### src/rtl/alu_exec_stage.sv
// rtl/alu_exec_stage.sv - multi-cycle execute/write-back stage for an 8x8 register file
// Optional shift-add multiplier for opcode 111 is built only when ALU_MUL_EN is defined.
module alu_exec_stage #(
  parameter int DW = 8,
  parameter int AW = 3
) (
  input  logic          Clk,
  input  logic          Rst_n,
  input  logic          instr_valid,
  output logic          instr_ready,
  input  logic [2:0]    opcode,
  input  logic [AW-1:0] rd,
  input  logic [AW-1:0] rs,
  input  logic [AW-1:0] rt,
  output logic [AW-1:0] RX,
  output logic [AW-1:0] RY,
  input  logic [DW-1:0] busX,
  input  logic [DW-1:0] busY,
  output logic          WEN,
  output logic [AW-1:0] RW,
  output logic [DW-1:0] busW,
  output logic          flag_z,
  output logic          flag_c,
  output logic          busy
);

  typedef enum logic [1:0] {IDLE, READ, EXEC, WB} state_t;

  state_t        state_q, state_d;
  logic [2:0]    op_q, op_d;
  logic [AW-1:0] rd_q, rd_d;
  logic [AW-1:0] rx_q, rx_d;
  logic [AW-1:0] ry_q, ry_d;
  logic [DW-1:0] opa_q, opa_d;
  logic [DW-1:0] opb_q, opb_d;
  logic          wen_q, wen_d;
  logic [AW-1:0] rw_q, rw_d;
  logic [DW-1:0] busw_q, busw_d;
  logic          carry_q, carry_d;
  logic          flag_z_q, flag_z_d;
  logic          flag_c_q, flag_c_d;

  logic [DW:0]   alu_ext;
  logic [DW-1:0] alu_res;
  logic          alu_c;

`ifdef ALU_MUL_EN
  localparam int CW = $clog2(DW);
  logic [CW-1:0]   cnt_q, cnt_d;
  logic [2*DW-1:0] acc_q, acc_d;
  logic [2*DW-1:0] mcand_q, mcand_d;
  logic [DW-1:0]   mplier_q, mplier_d;
  logic [2*DW-1:0] mul_sum;
`endif

  // Single-cycle operations; MUL is handled by the iterative path below.
  always_comb begin
    alu_ext = '0;
    alu_res = '0;
    alu_c   = 1'b0;
    case (op_q)
      3'b000: begin
        alu_ext = {1'b0, opa_q} + {1'b0, opb_q};
        alu_res = alu_ext[DW-1:0];
        alu_c   = alu_ext[DW];
      end
      3'b001: begin
        alu_ext = {1'b0, opa_q} - {1'b0, opb_q};
        alu_res = alu_ext[DW-1:0];
        alu_c   = alu_ext[DW];
      end
      3'b010:  alu_res = opa_q & opb_q;
      3'b011:  alu_res = opa_q | opb_q;
      3'b100:  alu_res = opa_q ^ opb_q;
      3'b101:  alu_res = opa_q << opb_q[2:0];
      3'b110:  alu_res = opa_q >> opb_q[2:0];
      default: alu_res = '0;
    endcase
  end

  always_comb begin
    state_d  = state_q;
    op_d     = op_q;
    rd_d     = rd_q;
    rx_d     = rx_q;
    ry_d     = ry_q;
    opa_d    = opa_q;
    opb_d    = opb_q;
    wen_d    = 1'b0;
    rw_d     = rw_q;
    busw_d   = busw_q;
    carry_d  = carry_q;
    flag_z_d = flag_z_q;
    flag_c_d = flag_c_q;
`ifdef ALU_MUL_EN
    cnt_d    = cnt_q;
    acc_d    = acc_q;
    mcand_d  = mcand_q;
    mplier_d = mplier_q;
    mul_sum  = acc_q + (mplier_q[0] ? mcand_q : '0);
`endif
    case (state_q)
      IDLE: begin
        if (instr_valid) begin
          op_d    = opcode;
          rd_d    = rd;
          rx_d    = rs;
          ry_d    = rt;
          state_d = READ;
        end
      end
      READ: begin
        opa_d   = busX;
        opb_d   = busY;
`ifdef ALU_MUL_EN
        cnt_d    = '0;
        acc_d    = '0;
        mcand_d  = {{DW{1'b0}}, busX};
        mplier_d = busY;
`endif
        state_d = EXEC;
      end
      EXEC: begin
        if (op_q == 3'b111) begin
`ifdef ALU_MUL_EN
          acc_d    = mul_sum;
          mcand_d  = mcand_q << 1;
          mplier_d = mplier_q >> 1;
          cnt_d    = cnt_q + 1'b1;
          if (cnt_q == CW'(DW - 1)) begin
            busw_d  = mul_sum[DW-1:0];
            carry_d = |mul_sum[2*DW-1:DW];
            wen_d   = 1'b1;
            rw_d    = rd_q;
            state_d = WB;
          end
`else
          // Without the multiplier, MUL retires silently: no write, flags kept.
          state_d = IDLE;
`endif
        end else begin
          busw_d  = alu_res;
          carry_d = alu_c;
          wen_d   = 1'b1;
          rw_d    = rd_q;
          state_d = WB;
        end
      end
      WB: begin
        flag_z_d = (busw_q == '0);
        flag_c_d = carry_q;
        state_d  = IDLE;
      end
      default: state_d = IDLE;
    endcase
  end

  always_ff @(posedge Clk or negedge Rst_n) begin
    if (!Rst_n) begin
      state_q  <= IDLE;
      op_q     <= '0;
      rd_q     <= '0;
      rx_q     <= '0;
      ry_q     <= '0;
      opa_q    <= '0;
      opb_q    <= '0;
      wen_q    <= 1'b0;
      rw_q     <= '0;
      busw_q   <= '0;
      carry_q  <= 1'b0;
      flag_z_q <= 1'b0;
      flag_c_q <= 1'b0;
`ifdef ALU_MUL_EN
      cnt_q    <= '0;
      acc_q    <= '0;
      mcand_q  <= '0;
      mplier_q <= '0;
`endif
    end else begin
      state_q  <= state_d;
      op_q     <= op_d;
      rd_q     <= rd_d;
      rx_q     <= rx_d;
      ry_q     <= ry_d;
      opa_q    <= opa_d;
      opb_q    <= opb_d;
      wen_q    <= wen_d;
      rw_q     <= rw_d;
      busw_q   <= busw_d;
      carry_q  <= carry_d;
      flag_z_q <= flag_z_d;
      flag_c_q <= flag_c_d;
`ifdef ALU_MUL_EN
      cnt_q    <= cnt_d;
      acc_q    <= acc_d;
      mcand_q  <= mcand_d;
      mplier_q <= mplier_d;
`endif
    end
  end

  assign instr_ready = Rst_n && (state_q == IDLE);
  assign busy        = Rst_n && (state_q != IDLE);
  assign RX          = rx_q;
  assign RY          = ry_q;
  assign WEN         = wen_q;
  assign RW          = rw_q;
  assign busW        = busw_q;
  assign flag_z      = flag_z_q;
  assign flag_c      = flag_c_q;

endmodule

### config.mk
export PLATFORM = sky130hd
export DESIGN_NAME = alu_exec_stage
export DESIGN_NICKNAME = d
export VERILOG_FILES = /design/src/rtl/alu_exec_stage.sv
export SDC_FILE = /design/constraint.sdc
export NUM_CORES = 1
export LEC_CHECK = 0
export CORE_ASPECT_RATIO = 1.25
export CORE_MARGIN = 2
export CORE_UTILIZATION = 54
export DETAILED_ROUTE_END_ITERATION = 12
export PLACE_DENSITY = 0.85
export SLEW_MARGIN = 20
export SYNTH_ARGS = -nofsm -noshare
export SYNTH_HDL_FRONTEND = slang
export SYNTH_SLANG_ARGS = --single-unit
### constraint.sdc
create_clock -name Clk -period 3.2 [get_ports Clk]
set_clock_uncertainty 0.1 [all_clocks]
set_input_delay 0.8 -clock Clk [delete_from_list [all_inputs] [get_ports Clk]]
set_output_delay 0.8 -clock Clk [all_outputs]
set_load 0.03 [all_outputs]
-- Word-level counts from Yosys, hierarchy flattened
Index checks and enable logic that the tools add are counted.
- register bits after elaboration: 45
- latch bits: 0
- memory bits (writable): 0
- bits in read-only memories: 0
- bits of input ports: 31
- output and inout bits: 22
- logic and storage cells: 47
- memories: 0
- add/subtract/negate cells: 2
- $mul: 0
- div/mod/pow operators: 0
- order comparisons: 0
- equality and inequality tests: 11
- shift operators: 2
- muxes and demuxes: 7
- bitwise gates (word level): 4
- reductions and logical operators: 8
- operators with widths (operator ; number):
    case mux 8 bit (7 select lines) ; 1
    == test 3 bit (second input constant) ; 4
    adder 8 x 8 -> 9 bit ; 1
    subtractor 8 x 8 -> 9 bit ; 1
    bitwise AND 8 bit ; 1
    logical NOT 8 bit ; 1
    OR 8 bit ; 1
    case mux 2 bit (4 select lines) ; 1
    left shift 8 x 3 -> 8 bit ; 1
    >> shifter 8 x 3 -> 8 bit ; 1
    bitwise XOR 8 bit ; 1
    == test 3 x 2 -> 1 bit (second input constant) ; 2
    == test 2 bit (second input constant) ; 2
    two-way mux 2 bit ; 2
    AND reduction 2 bit ; 2
    == test 3 x 1 -> 1 bit (second input constant) ; 1
    logical NOT 3 bit ; 1
    == test 2 x 1 -> 1 bit (second input constant) ; 1
    logical AND 1 bit ; 2
    logical NOT 2 bit ; 1
    two-way mux 1 bit ; 2
    != test 2 bit (second input constant) ; 1
    case mux 1 bit (2 select lines) ; 1
    nonzero test 2 bit ; 1
    NOT 1 bit ; 1

-- Longest topological paths before layout
Gate-level depths: netlist of run 1.
- depth after elaboration: 3
- mapped depth: 9
- gate-level depth less buffers: 9

-- Worst setup path after synthesis of run 1
OpenSTA, ideal clock, no wires.
- path type: register -> register
- start: register opb_q[0]
- end: register busw_q[6] (netlist: busW[6])
- setup time: 126 ps
- arrival time: 2062 ps
- data required time: 2974 ps
- slack: 912 ps
- stages on the path, launching flop included: 9
- buffers on the path: 0
- period minus slack after synthesis: 2288 ps
- cell sequence: dfrtp_1 -> ha_1 -> fa_1 -> a211oi_2 -> o21bai_1 -> a21oi_2 -> xor2_1 -> nor2_1 -> o32a_1
- longest elaborated chain between the ends: 2
- elaborated cells on any way between the ends: 5
- classes of those cells: add/sub: 2; shift: 2; mux: 1
- RTL lines (what ; RTL line ; source):
    start, declared ; 35 ; logic [DW-1:0] opb_q, opb_d;
    start signal, assigned ; 186 ; opb_q <= opb_d;
    subtractor 8 x 8 -> 9 bit, or another cell as far along ; 68 ; alu_ext = {1'b0, opa_q} - {1'b0, opb_q};
    case mux 8 bit (7 select lines) (*) ; 61 ; case (op_q)
    end signal, assigned ; 189 ; busw_q <= busw_d;
    end, declared ; 38 ; logic [DW-1:0] busw_q, busw_d;
Mark *: on every way between the ends. The rest lies on a longest branch, timed or not.
A chain may end at the register's enable or synchronous reset.

-- Worst setup path in the final report of run 1
- start: register opa_q[0]
- end: register busw_q[6] (netlist: busW[6])
- longest elaborated chain between the ends: 2
- elaborated cells on any way between the ends: 5
- classes of those cells: add/sub: 2; shift: 2; mux: 1
- RTL lines (what ; RTL line ; source):
    start, declared ; 34 ; logic [DW-1:0] opa_q, opa_d;
    start signal, assigned ; 185 ; opa_q <= opa_d;
    subtractor 8 x 8 -> 9 bit, or another cell as far along ; 68 ;
    case mux 8 bit (7 select lines) (*) ; 61 ;
Marks and branches as above.

==> results_dict.tcl, run 1 <==
set metrics [dict create \
    syn_inst 362 \
    yosysMostFrequentCell "dfrtp_1" \
    routed_wirelength_um 8590 \
    p_sw_uw 2440 \
    synth_nets 420 \
    ys_warn_count 0 \
    finalMaxSlewViolations 0 \
    hpwl_um 6580 \
    syn_avg_cell_area_um2 9.09 \
    hold_depth 2 \
    setup_viol 0 \
    post_drt_wl_per_cell_um 17.5 \
    path_cells "inv_1 > ha_1 > fa_1 > o21bai_1 > a21oi_1 > o31a_1 > xnor2_1 > nor2_1 > o32a_1" \
    slowest_stage "fa_1" \
    insertion_delay_ps 300 \
    synth_top_area_share_pct 34.2 \
    p_leak_uw 0.00163 \
    maxSlewHeadroom_pct 60.6 \
    n_fill_cell 475 \
    drv_cap 0 \
    ir_worst_vdd_uv 565 \
    synthTopCellsByCount "dfrtp_1 (45), nand2_1 (36), nor2_1 (32), o21ai_0 (32), ha_1 (25)" \
    rsz0062_at_grt "no" \
    clk_pin_slew_ps 90 \
    port_buffers 52 \
    postPlaceCellArea_um2 3850 \
    reg2regPathDepth 9 \
    h-tree-depth 2 \
    cp_data_required_time_ps 3290 \
    cts_root_buf "clkbuf_8" \
    fin_tns_setup_ps 0 \
    grt_pass1_vias 2856 \
    cts_hold_buffers 0 \
    grt_use_total_pct 27.8 \
    antenna_left 0 \
    final_core_util_pct 67.2 \
    grt_max_degree 34 \
    post_cts_buffers 0 \
    cp-start-kind "flop" \
    syn_area_um2 3290 \
    synth_top_area_cell "dfrtp_1" \
    timing.final.crit_share_pct 79.5 \
    num_antenna_cells 0 \
    crit_type "reg -> reg" \
    seqPwrFrac_pct 24.4 \
    fp.dieArea_um2 6740 \
    drc_errors 0 \
    cts_tree "yes" \
    core_um2 5860 \
    die_h_um 91.3 \
    drive_gt1_share_pct 12.4 \
    numCtsBuffers 5 \
    final_hold_viol_count 0 \
    gp_congestion 0.942 \
    synth_cell_types 60 \
    antenna_found_initial 0 \
    synth_area_leaders "dfrtp_1 (34%), ha_1 (9.5%), mux2_2 (5.5%)" \
    async_flop_share_pct 100 \
    p_per_area_nw_per_um2 1230 \
    cts_resized 0 \
    p_sw_share_pct 50.5 \
    first_iter_violations 238 \
    vias 2920 \
    status "finished clean" \
    grt_pass1_wl_um 14400 \
    pin_count 53 \
    holdCritPathClass "reg -> reg" \
    end_kind "flop" \
    grt-ovfl-total 0 \
    yosysSeqAreaShare_pct 34.2 \
    start_util_pct 56.2 \
    fp-row-count 31 \
    synth-main-ff-cell "dfrtp_1" \
    clock_tree.buffer_depth 2 \
    slowest_delay_ps 420 \
    fp.dieW_um 73.8 \
    p_clk_share_pct 7.4 \
    first_pass_iters 7 \
    viasPerCell 5.93 \
    period_minus_slack_ps 2540 \
    combinationalPowerShare_pct 68.2 \
    synth_edf_count 0 \
    max_freq_mhz 393 \
    clkSinkCount 45 \
    final_area_um2 3940 \
    ys_ff_latch 45 \
    crit_arrival_ps 2640 \
    nets 467 \
    cp_max_fo 5 \
    syn_to_final_growth_pct 19.7 \
    worst_pin_slew_ps 589 \
    p_int_uw 2390 \
]
## power by group through the flow
| stage | sequential [uW] | combinational (uW) | clock, uW |
|---|---|---|---|
| finish | 1180 | 3300 | 357 |
| global route | 1220 | 3620 | 386 |
| CTS | 1170 | 3260 | 364 |
| detailed placement | 1190 | 3250 | 0 |
| global placement | 1170 | 3280 | 0 |
| floorplan | 1310 | 2260 | 0 |
## layer usage
layer  up-vias  wire length, um  global-route usage (%)  share of wire (%)
met1      1390             3890                    40.5                 45
met4         0              204                    8.94                2.4
met5         -                0                       0                  0
li1       1382                -                       -                  -
met3        18              492                    4.55                5.7
met2       130             4000                    41.6                 47
## through the flow
step / hold slack [ps] / setup WS, ps / total power (uW) / instances
6_report: 389 / 656 / 4840 / 492
4_1_cts: 395 / 673 / 4800 / 492
2_1_floorplan: 370 / 912 / 3570 / 362
5_1_grt: 425 / 530 / 5230 / 492
3_5_place_dp: 377 / 688 / 4440 / 484
3_3_place_gp: 367 / 685 / 4450 / 484
## worst max-delay path: cells and delay by family, from the launching register on
kind	cells	cell delay [ps]
simple gates	1	60
xor+xnor	1	150
compound gates	4	890
fa+ha+maj	2	680
flops	1	410
buf+inv	1	140
## registers in the layout (all words and copies together) (netlist names)
| name | count |
|---|---|
| opb_q | 8 |
| RX | 3 |
| rd_q | 3 |
| opa_q | 8 |
| RW | 3 |
| busW | 8 |
| flag_c | 1 |
| state_q | 2 |
| WEN | 1 |
| carry_q | 1 |
| flag_z | 1 |
| op_q | 3 |
| RY | 3 |
## cell usage in the layout (no fill, tap or decap), drive strengths merged, types with 3 or more instances in the layout
master	synthesis	routed
clkdlybuf4s50	0	49
dfrtp	45	45
nand2	36	36
o21ai	35	35
nor2	32	32
ha	25	25
inv	23	23
a21oi	20	20
mux2	16	16
buf	11	11
xnor2	8	8
mux2i	7	7
nor2b	7	7
nand3	7	7
nand2b	6	6
clkbuf	9	6
o21bai	5	5
nor3	5	5
a22oi	5	5
o221ai	5	5
o32a	5	5
nor4	5	5
or3	4	4
o31ai	3	3
## path summary, 6_finish.rpt
check                               from  endpoint  slack [ps]
worst max-delay path            opa_q[0]   busW[6]         660
worst min-delay path              flag_z    flag_z         390
worst max register to register  opa_q[0]   busW[6]         660
worst min register to register    flag_z    flag_z         390
max in group asynchronous          Rst_n  opb_q[7]        2330
min in group asynchronous          Rst_n  opa_q[1]         420
## kinds of logic after synthesis
kind of cell    Yosys count  share of synthesized area [%]
xor+xnor                 10                           2.66
fa+ha+maj                27                           10.7
buf+inv                  43                           6.12
mux                      25                           8.98
flops                    45                           34.2
simple gates            113                           16.6
compound gates           99                           20.7
## final cells by class
class / instances / area (um2) / share of cell area, %
clock buffers: 6 / 72.6 / 1.84
repair buffers: 60 / 571 / 14.5
flip-flops and latches: 45 / 1130 / 28.6
clock inverters: 2 / 15.0 / 0.381
well taps: 82 / 103 / 2.61
inverters: 23 / 86.3 / 2.19
multi-input cells: 274 / 1960 / 49.9
No activity file was read; power rests on OpenSTA's default activity.
==> run 2, diff against run 1 <==
--- a/config.mk
+++ b/config.mk
@@ -7,9 +7,9 @@
 export LEC_CHECK = 0
 export CORE_ASPECT_RATIO = 1.25
 export CORE_MARGIN = 2
-export CORE_UTILIZATION = 54
+export CORE_UTILIZATION = 49
 export DETAILED_ROUTE_END_ITERATION = 12
-export PLACE_DENSITY = 0.85
+export PLACE_DENSITY = 0.82
 export SLEW_MARGIN = 20
 export SYNTH_ARGS = -nofsm -noshare
 export SYNTH_HDL_FRONTEND = slang
==> constraint.sdc (replaced) <==
create_clock -name Clk -period 2.3 [get_ports Clk]
set_clock_uncertainty 0.1 [all_clocks]
set_input_delay 0.575 -clock Clk [delete_from_list [all_inputs] [get_ports Clk]]
set_output_delay 0.575 -clock Clk [all_outputs]
set_load 0.03 [all_outputs]
==> results_dict.tcl, run 2 (synthesized netlist as in run 1, its figures left out) <==
set metrics [dict create \
    p_per_area_nw_per_um2 1810 \
    pin_count 53 \
    grt_pass1_vias 3160 \
    antenna_found_initial 0 \
    n_fill_cell 531 \
    first_iter_violations 301 \
    finalMaxSlewViolations 0 \
    critical_path_buf_inv_count 0 \
    holdCritPathClass "in -> async" \
    gp_congestion 0.996 \
    grt_max_degree 46 \
    cp-start-kind "flop" \
    final_common_cell "clkdlybuf4s50_1" \
    timing.final.crit_share_pct 101 \
    num_antenna_cells 0 \
    vias 3155 \
    start_util_pct 50.4 \
    core_um2 6520 \
    drc_errors 0 \
    slowest_stage "dfrtp_2" \
    path_cells "ha_4 > fa_2 > a211oi_2 > o21bai_1 > a21oi_2 > xor2_1 > nor2_1 > o32a_1" \
    slowest_delay_ps 470 \
    cts_tree "yes" \
    fp-row-count 33 \
    mostFrequentLayoutCells "clkdlybuf4s50_1 (49), buf_4 (48), dfrtp_1 (41)" \
    routed_wirelength_um 10200 \
    period_minus_slack_ps 2330 \
    violations "negative setup slack" \
    grt_pass1_wl_um 16300 \
    cpLargestDelayFamily "compound AO/OA/AOI/OAI gates" \
    hpwl_um 7880 \
    drive_gt1_share_pct 24.5 \
    syn_to_final_growth_pct 32.3 \
    port_buffers 52 \
    nets 506 \
    grt-ovfl-total 0 \
    dp.cells 524 \
    status "finished, violations left" \
    r2r_slack_ps -30 \
    die_h_um 95.6 \
    cp_max_fo 4 \
    place_ws_ps -65.0 \
    final_hold_viol_count 0 \
    worst_slack_ps -26.9 \
    fp.dieW_um 77.3 \
    crit_arrival_ps 2430 \
    insertion_delay_ps 310 \
    first_pass_iters 5 \
    setup_viol 1 \
    post_drt_wl_per_cell_um 19.1 \
    fin_tns_setup_ps -26.9 \
    p_leak_uw 0.00183 \
    h-tree-depth 2 \
    antenna_left 0 \
    ir_worst_vdd_uv 960 \
    cts_hold_buffers 0 \
    drv_cap 0 \
    whs_ps 267 \
    cp_data_required_time_ps 2400 \
    maxSlewHeadroom_pct 59.8 \
    clock_tree.buffer_depth 2 \
    fp.dieArea_um2 7390 \
    worst_pin_slew_ps 603 \
    clk_pin_slew_ps 100 \
    numCtsBuffers 5 \
    grt_use_total_pct 28.7 \
    clkSinkCount 45 \
    cts_root_buf "clkbuf_8" \
    max_freq_mhz 430 \
    instances_no_fill 536 \
    viasPerCell 5.89 \
    end_kind "flop" \
    crit_type "reg -> reg" \
    rsz0062_at_grt "yes" \
]
==> run 2: final timing paths <==
path	start	to	depth (start not counted)
worst max-delay path	opb_q[0]	busW[6]	8
worst min-delay path	Rst_n	RY[0]	2
worst max register to register	opb_q[0]	busW[6]	8
worst min register to register	flag_z	flag_z	2
max in group asynchronous	Rst_n	opb_q[1]	2
min in group Clk	flag_z	flag_z	2
==> run 2: repair_timing <==
item,CTS,global route
pin swaps,2,4
endpoints found under the setup margin,4,7
cloned,0,0
buffers inserted,3,1
resized for setup,8,20
==> run 2: cell type report <==
| cell class | count | area, um2 | share of cell area, % |
|---|---|---|---|
| clock buffer | 5 | 68.8 | 1.58 |
| sequential | 45 | 1130 | 26.0 |
| inverter | 23 | 86.3 | 1.98 |
| multi-input combinational | 274 | 2060 | 47.4 |
| timing repair buffer | 99 | 867 | 19.9 |
| clock inverter | 3 | 25.0 | 0.575 |
| tap | 87 | 109 | 2.50 |
==> run 2: report_power, final <==
part	switching [uW]	internal, uW
Combinational	3240	2570
Clock	313	222
Sequential	320	1190
==> run 2: through the flow <==
stage	util (%)	power (uW)	cell area [um2]
after global routing	66.7	8380	4350
after CTS	65.3	7530	4260
after floorplan	-	4960	3290
after detailed placement	63.1	6850	4120
after global placement	63.1	6760	4120
final	66.7	7860	4350
==> run 2: routing by layer <==
layer	vias up	GRT usage, %	wire length, um
li1	1458	-	-
met1	1526	36.4	4260
met2	139	51.2	5100
met3	32	3.31	572
met4	0	8.93	281
met5	-	0	0
==> run 3, diff against run 2 <==
--- a/config.mk
+++ b/config.mk
@@ -5,12 +5,15 @@
 export SDC_FILE = /design/constraint.sdc
 export NUM_CORES = 1
 export LEC_CHECK = 0
+export CAP_MARGIN = 20
 export CORE_ASPECT_RATIO = 1.25
 export CORE_MARGIN = 2
-export CORE_UTILIZATION = 49
+export CORE_UTILIZATION = 55
 export DETAILED_ROUTE_END_ITERATION = 12
-export PLACE_DENSITY = 0.82
+export DONT_BUFFER_PORTS = 1
+export PLACE_DENSITY = 0.78
 export SLEW_MARGIN = 20
 export SYNTH_ARGS = -nofsm -noshare
 export SYNTH_HDL_FRONTEND = slang
 export SYNTH_SLANG_ARGS = --single-unit
+export TNS_END_PERCENT = 100
==> results_dict.tcl, run 3 (synthesized netlist as in run 1, its figures left out) <==
set metrics [dict create \
    r2r_slack_ps 3 \
    port_buffers 0 \
    grt_max_degree 46 \
    slowest_stage "dfrtp_1" \
    setup_viol 0 \
    numCtsBuffers 5 \
    whs_ps 7.00 \
    grt_use_total_pct 29.3 \
    fp.dieW_um 73.2 \
    crit_type "reg -> reg" \
    r2r-end "busW[6]" \
    grtUsageMet3_pct 3.24 \
    grt.busiest_layer "met2" \
    syn_to_final_growth_pct 16.2 \
    drc_errors 0 \
    antenna_left 0 \
    hpwl_um 7050 \
    drive_gt1_share_pct 24.9 \
    h-tree-depth 2 \
    final_common_cell "dfrtp_1" \
    fp.dieArea_um2 6620 \
    cp_data_required_time_ps 2390 \
    layout.area.seq_um2 1130 \
    gp_congestion 0.990 \
    cp_max_fo 4 \
    reg2regPathDepth 8 \
    num_antenna_cells 0 \
    path_cells "ha_2 > fa_2 > a211oi_2 > o21bai_1 > a21oi_2 > xor2_1 > nor2_1 > o32a_1" \
    crit_end "busW[6]" \
    post_drt_wl_per_cell_um 20.4 \
    start_util_pct 56.9 \
    first_pass_iters 5 \
    maxSlewHeadroom_pct 61.9 \
    vias 2916 \
    routed_wirelength_um 9380 \
    core_um2 5780 \
    clk_pin_slew_ps 90 \
    mostFrequentLayoutCells "dfrtp_1 (43), buf_4 (41), nand2_1 (36)" \
    timing.final.crit_share_pct 99.9 \
    cp-startpoint "opb_q[0]" \
    grt_util_met2_pct 47.0 \
    holdCritPathClass "in -> async" \
    finalMaxSlewViolations 0 \
    status "finished clean" \
    clock_tree.buffer_depth 2 \
    insertion_delay_ps 300 \
    final_area_um2 3820 \
    cts_root_buf "clkbuf_8" \
    nets 451 \
    use_met1_pct 41.0 \
    final_core_util_pct 66.2 \
    viasPerCell 6.34 \
    cts_tree "yes" \
    first_iter_violations 384 \
    cp-start-kind "flop" \
    period_minus_slack_ps 2300 \
    n_fill_cell 467 \
    fp-row-count 31 \
    die_h_um 90.5 \
    worst_pin_slew_ps 571 \
    grt_pass1_wl_um 14900 \
    clkSinkCount 45 \
    postPlaceCellArea_um2 3550 \
    multi_input_area_um2 2050 \
    reg2reg_from "opb_q[0]" \
    rsz0062_at_grt "yes" \
    antenna_found_initial 0 \
    final_hold_viol_count 0 \
    max_freq_mhz 435 \
    drv_cap 0 \
    grt_pass1_vias 2821 \
    end_kind "flop" \
    crit_arrival_ps 2390 \
    slowest_delay_ps 430 \
    grt-ovfl-total 0 \
    pin_count 53 \
]
[run 3: cell types whose count changed in the layout (fill, tap and decap cells not counted), moves of 2 or more]
cell	previous run	this run
clkdlybuf4s50_1	49	0
a21oi_1	17	19
buf_4	48	41
dfrtp_2	4	2
a21oi_2	3	1
dfrtp_1	41	43
inv_6	2	0
[run 3: routing by layer]
layer  vias to the layer above  part of all wire, %
li1                       1344                    -
met4                         0                  2.5
met1                      1407                   42
met2                       139                   49
met5                         -                    0
met3                        26                  7.0
[run 3: critical path: cells and delay by family (launching register included)]
| kind | cells | cell delay, ps |
|---|---|---|
| XOR/XNOR | 1 | 170 |
| AO/OA/AOI/OAI | 4 | 870 |
| flip-flops | 1 | 430 |
| adder cells (fa/ha/maj) | 2 | 560 |
| AND/OR/NAND/NOR | 1 | 60 |
[run 3: layout make-up]
type | count | share of cell area [%]
well taps | 66 | 2.16
repair buffers | 44 | 9.59
inverters | 23 | 2.26
flip-flops and latches | 45 | 29.5
clock inverters | 2 | 1.01
multi-input cells | 274 | 53.6
clock buffers | 6 | 1.90
[run 3: metrics by stage]
step	setup TNS, ps	setup slack [ps]	instances
6_report	0	3.40	460
5_1_grt	-172	-91.3	460
4_1_cts	-1.60	-1.60	456
3_5_place_dp	-80.2	-62.1	446
3_3_place_gp	-37.0	-37.0	446
2_1_floorplan	0	12.0	362
[run 3: worst min path at each step]
| stage | depth (start not counted) | endpoint | startpoint |
|---|---|---|---|
| 2_1_floorplan | 0 | RW[0] | Rst_n |
| 3_3_place_gp | 0 | opb_q[1] | Rst_n |
| 3_5_place_dp | 0 | opb_q[1] | Rst_n |
| 4_1_cts | 1 | opa_q[1] | Rst_n |
| 5_1_grt | 1 | opb_q[0] | Rst_n |
| 6_report | 1 | opa_q[2] | Rst_n |
[run 3: repair_timing]
item,4_1_cts,5_1_grt
setup endpoints to repair,3,6
hold buffers,1,0
resized for setup,6,13
buffers inserted,1,4
pin swaps,0,2
hold endpoints to repair,45,0
Power of run 3 is left out: the tool's default activity adds up to more than one toggle a clock period on the data nets, which glitch-free logic cannot reach.
==> variant 1 (flow settings as in run 2) <==
Change the parameter `DW` from 8 to 7.
--- a/src/rtl/alu_exec_stage.sv
+++ b/src/rtl/alu_exec_stage.sv
@@ -1,7 +1,7 @@
 // rtl/alu_exec_stage.sv - multi-cycle execute/write-back stage for an 8x8 register file
 // Optional shift-add multiplier for opcode 111 is built only when ALU_MUL_EN is defined.
 module alu_exec_stage #(
-  parameter int DW = 8,
+  parameter int DW = 7,
   parameter int AW = 3
 ) (
   input  logic          Clk,
Ports: changed (resized busW, busX and busY); port bits go from 53 to 50. The function was not compared with the original's and may differ.
==> variant 1 against run 2 <==
- sequential share of layout area fell by 0.065 points
- power shrank 12%
- largest cell class unchanged
- clock power increased by 14%
- synthesized area fell by 5.4%
- core utilization decreased by 0.96 points
- sequential cell count shrank 3
- wire length decreased by 17%
- setup slack gained 0.077 ns
- cell area fell by 6.8%
- final cell count fell by 7.6%
==> variant 1: results (changes against run 2) <==
stage	metric	value	unit	change
global_routing	first-pass GRT wire length	14.00	mm	-14%
setup_path	Worst R2R Path Depth	6		-2
logic_synthesis	Post-Synthesis Cells	338		-6.6%
place	Post-Place Setup Slack	-0.01343	ns	+0.05157 ns
timing	Worst Max-Slew Pin Slew	0.4938	ns	-0.1092 ns
setup_path	worst r2r src	op_q[2]		
logic_synthesis	sequential cell area fraction in the yosys report	0.3379		-0.004443
worst_hold_path	Hold WC Path Type	reg -> reg		
layout	layout cell share with drive strength beyond 1	0.2195		-0.02548
layout	Non-CTS buffers	89		-10%
setup_path	Slowest cell on crit path	dlygate4sd3_1		
setup_path	WP data arrival	1.58	ns	-0.85 ns
detailed_routing	final WL	8.527	mm	-17%
setup_path	crit-path max cell delay	0.56	ns	+0.09 ns
layout	Non-clock inverters	19		-17%
place	placed cells	485		-7.4%
setup_path	end of the critical path	instr_ready		
power_and_ir_drop	Switching Fraction	0.4694		-0.02339
floorplan	row count	32		-3.0%
setup_path	worst reg2reg setup slack	0.07	ns	+0.10 ns
logic_synthesis	mux cell area share after synthesis	0.1323		+0.04257
setup_path	delay-heaviest family, CP	buffers and inverters		
setup_path	Worst Setup SP	Rst_n		
status	status	finished clean		
setup_path	CP max FO	6		+2
power_and_ir_drop	Comb group	0.00493	W	-15%
power_and_ir_drop	leakage	1.690	nW	-7.6%
layout	multi-input combinational area share	0.4736		-0.0006576
logic_synthesis	most frequent cells after synthesis	dfrtp_1 (42), nand2_1 (31), o21ai_0 (23)		
global_routing	largest net degree at the start of global routing	40		-13%
layout	Multi-input comb cells	252		-8.0%
layout	fillcell total	549		+3.4%
place	Area after DPL	3887	µm²	-5.6%
power_and_ir_drop	Flop pwr share	0.197		+0.004
timing	WHS	0.3829	ns	+0.1158 ns
layout	Signal buf overhead	0.1948		-0.004497
detailed_routing	DRT iter0 DRCs	171		-43%
detailed_routing	Pre-antenna DRT Iters	4		-1
power_and_ir_drop	Worst IR Drop VDD	0.0007267	V	-24%
logic_synthesis	Compound-Gate Fraction of Synth Area	0.1879		-0.01907
timing	fin crit period	2.250	ns	-0.07684 ns
-- variant 1: cell count changes after synthesis, moves of 4 or more --
cell and change:
clkbuf_1 +13, nor2_1 -13, o21ai_0 -9, nor2b_1 +6, xnor2_1 -6, mux4_2 +5
nand2_1 -5, nor3b_1 +4, o32a_1 -4
-- variant 1: timing repair --
action                                  in CTS  in global routing
hold buffers                                 1                  0
resized for setup                            0                 11
pin swaps                                    0                  1
endpoints found under the setup margin       1                  5
setup buffers                                1                  0
hold endpoints to repair                     3                  0
-- variant 1: metal layers --
layer,routed length (µm),up-vias,track usage
li1,-,1358,-
met1,3750,1354,0.3707
met2,4229,105,0.4123
met3,395,19,0.03341
met4,151,0,0.07749
met5,0,-,0
-- variant 1: cells by family after synthesis --
kind of cell             Yosys count
adder cells (fa/ha/maj)           24
AO/OA/AOI/OAI                     88
AND/OR/NAND/NOR                  106
flip-flops                        42
XOR/XNOR                           4
buffers and inverters             44
multiplexers                      30
==> variant 2 (settings of run 2) <==
Made on the original files. Take the reset off `opa_q` and `opb_q` and load them in a clocked block of their own.
--- a/src/rtl/alu_exec_stage.sv
+++ b/src/rtl/alu_exec_stage.sv
@@ -162,8 +162,6 @@
       rd_q     <= '0;
       rx_q     <= '0;
       ry_q     <= '0;
-      opa_q    <= '0;
-      opb_q    <= '0;
       wen_q    <= 1'b0;
       rw_q     <= '0;
       busw_q   <= '0;
@@ -182,8 +180,6 @@
       rd_q     <= rd_d;
       rx_q     <= rx_d;
       ry_q     <= ry_d;
-      opa_q    <= opa_d;
-      opb_q    <= opb_d;
       wen_q    <= wen_d;
       rw_q     <= rw_d;
       busw_q   <= busw_d;
@@ -197,6 +193,11 @@
       mplier_q <= mplier_d;
 `endif
     end
+  end
+
+  always_ff @(posedge Clk) begin
+    opa_q <= opa_d;
+    opb_q <= opb_d;
   end
 
   assign instr_ready = Rst_n && (state_q == IDLE);
Function: no difference found for any inputs over 10 cycles, from zero or initial values and one cycle with Rst_n low; that may be too few to reach the edited logic, so the function may still have changed.
==> variant 2 against run 2 <==
- via count fell by 9.8%
- sequential cell count did not move
- wire length decreased by 15%
- synthesized area decreased by 3.4%
- power is 28% lower
- global-route usage decreased by 3.7 points
- setup slack better by 0.11 ns
- non-clock buffer count decreased by 13
- cell area is 5.3% lower
- first-iteration DRC count is 29% lower
- critical endpoint is now busW[1]
==> variant 2: results (changes against run 2) <==
stage	metric	value	unit	change
status	status	finished clean		
worst_hold_path	Hold WC Path Type	reg -> reg		
setup_path	WP data arrival	2.30	ns	-0.13 ns
logic_synthesis	Synth Area in Adders	0.1111		+0.003802
timing	WHS	0.4040	ns	+0.1368 ns
layout	layout cell share with drive strength beyond 1	0.2052		-0.03979
setup_path	CP max FO	3		-1
logic_synthesis	ys async rst share	0.6444		-0.3556
detailed_routing	via count	2846		-9.8%
global_routing	first-pass GRT wire length	14.01	mm	-14%
global_routing	Total GRT Usage	0.2500		-0.03659
detailed_routing	DRT iter0 DRCs	214		-29%
setup_path	Worst R2R Path Depth	7		-1
timing	Worst Max-Slew Pin Slew	0.5182	ns	-0.08487 ns
logic_synthesis	Area contributors post-synth	dfrtp_1 (23%), edfxtp_1 (15%), ha_1 (9.8%)		
power_and_ir_drop	Worst IR Drop VDD	0.0006419	V	-33%
place	hpwl dp	6.624	mm	-16%
setup_path	worst r2r src	opa_q[0]		
logic_synthesis	count of cell types in the netlist	54		-10%
layout	fillcell total	500		-5.8%
layout	Final Net Count	442		-13%
power_and_ir_drop	leakage	1.705	nW	-6.7%
detailed_routing	final WL	8.709	mm	-15%
logic_synthesis	mux cell area share after synthesis	0.1308		+0.04099
place	RePlAce Congestion	0.9281		-6.8%
global_routing	largest net degree at the start of global routing	30		-35%
logic_synthesis	most frequent cells after synthesis	dfrtp_1 (29), ha_1 (25), inv_1 (21)		
logic_synthesis	number of flops mapped to enable cells by yosys	16		+16
## variant 2: cell types whose count changed after synthesis, sizes merged, moves of 5 or more
cell     change
o21ai       -28
nand2       -21
dfrtp       -16
edfxtp      +16
nor2        -12
a21oi       -10
a22oi        +5
o2111ai      +5
## variant 2: worst max-delay path by stage
stage | startpoint | endpoint | slack [ns] | depth (start not counted)
floorplan | opb_q[1] | busW[5] | 0.05 | 8
global placement | opb_q[1] | busW[5] | 0.06 | 7
detailed placement | opb_q[1] | busW[5] | 0.02 | 7
CTS | opa_q[0] | carry_q | 0.02 | 7
global route | opa_q[1] | busW[5] | -0.03 | 7
finish | opa_q[0] | busW[1] | 0.09 | 7
## variant 2: routing by layer
| metal | track usage | part of all wire | vias up | wire (µm) |
|---|---|---|---|---|
| met5 | 0 | 0 | - | 0 |
| met4 | 0.1182 | 0.035 | 0 | 309 |
| met3 | 0.03462 | 0.063 | 33 | 548 |
| met2 | 0.4405 | 0.51 | 139 | 4447 |
| met1 | 0.3048 | 0.39 | 1389 | 3403 |
| li1 | - | - | 1285 | - |
## variant 2: power by group through the flow
stage               registers [W]  clock network [W]  logic, W
finish                    0.00150           0.000584   0.00355
global route              0.00155           0.000614   0.00380
CTS                       0.00149           0.000590   0.00342
detailed placement        0.00152                  0   0.00337
global placement          0.00151                  0   0.00331
floorplan                 0.00176                  0   0.00195
## variant 2: cell families after synthesis
| family | Yosys count |
|---|---|
| compound gates | 73 |
| xor+xnor | 6 |
| fa+ha+maj | 27 |
| buf+inv | 40 |
| flops | 45 |
| mux | 32 |
| simple gates | 86 |
## variant 2: critical path: stages (launching register included)
cell and delay, ns:
edfxtp_1 0.43, ha_1 0.26, fa_1 0.44, mux2i_1 0.17, a2bb2oi_1 0.19, nor2_1 0.07
a221oi_1 0.30, a31oi_1 0.13
## variant 2: timing repair
| action | CTS | global route |
|---|---|---|
| hold buffers | 0 | 0 |
| gates resized for setup | 0 | 9 |
| hold endpoints to repair | 0 | 0 |
| setup buffers | 5 | 1 |
| gates cloned | 0 | 0 |
| setup endpoints to repair | 1 | 7 |
## variant 2: area by class of cell
class	instances	area, µm²	area share
tap	85	106.4	0.02583
timing repair buffer	86	770.7	0.1872
clock buffer	7	97.59	0.02370
inverter	22	83.83	0.02036
sequential	45	1206	0.2929
clock inverter	1	8.758	0.002127
multi-input combinational	224	1844	0.4479
## variant 2: metrics by stage
step	cells	setup slack, ns
after floorplan	309	0.04513
after global placement	456	0.05528
after detailed placement	456	0.01800
after CTS	469	0.01572
after global routing	470	-0.03175
final	470	0.08507
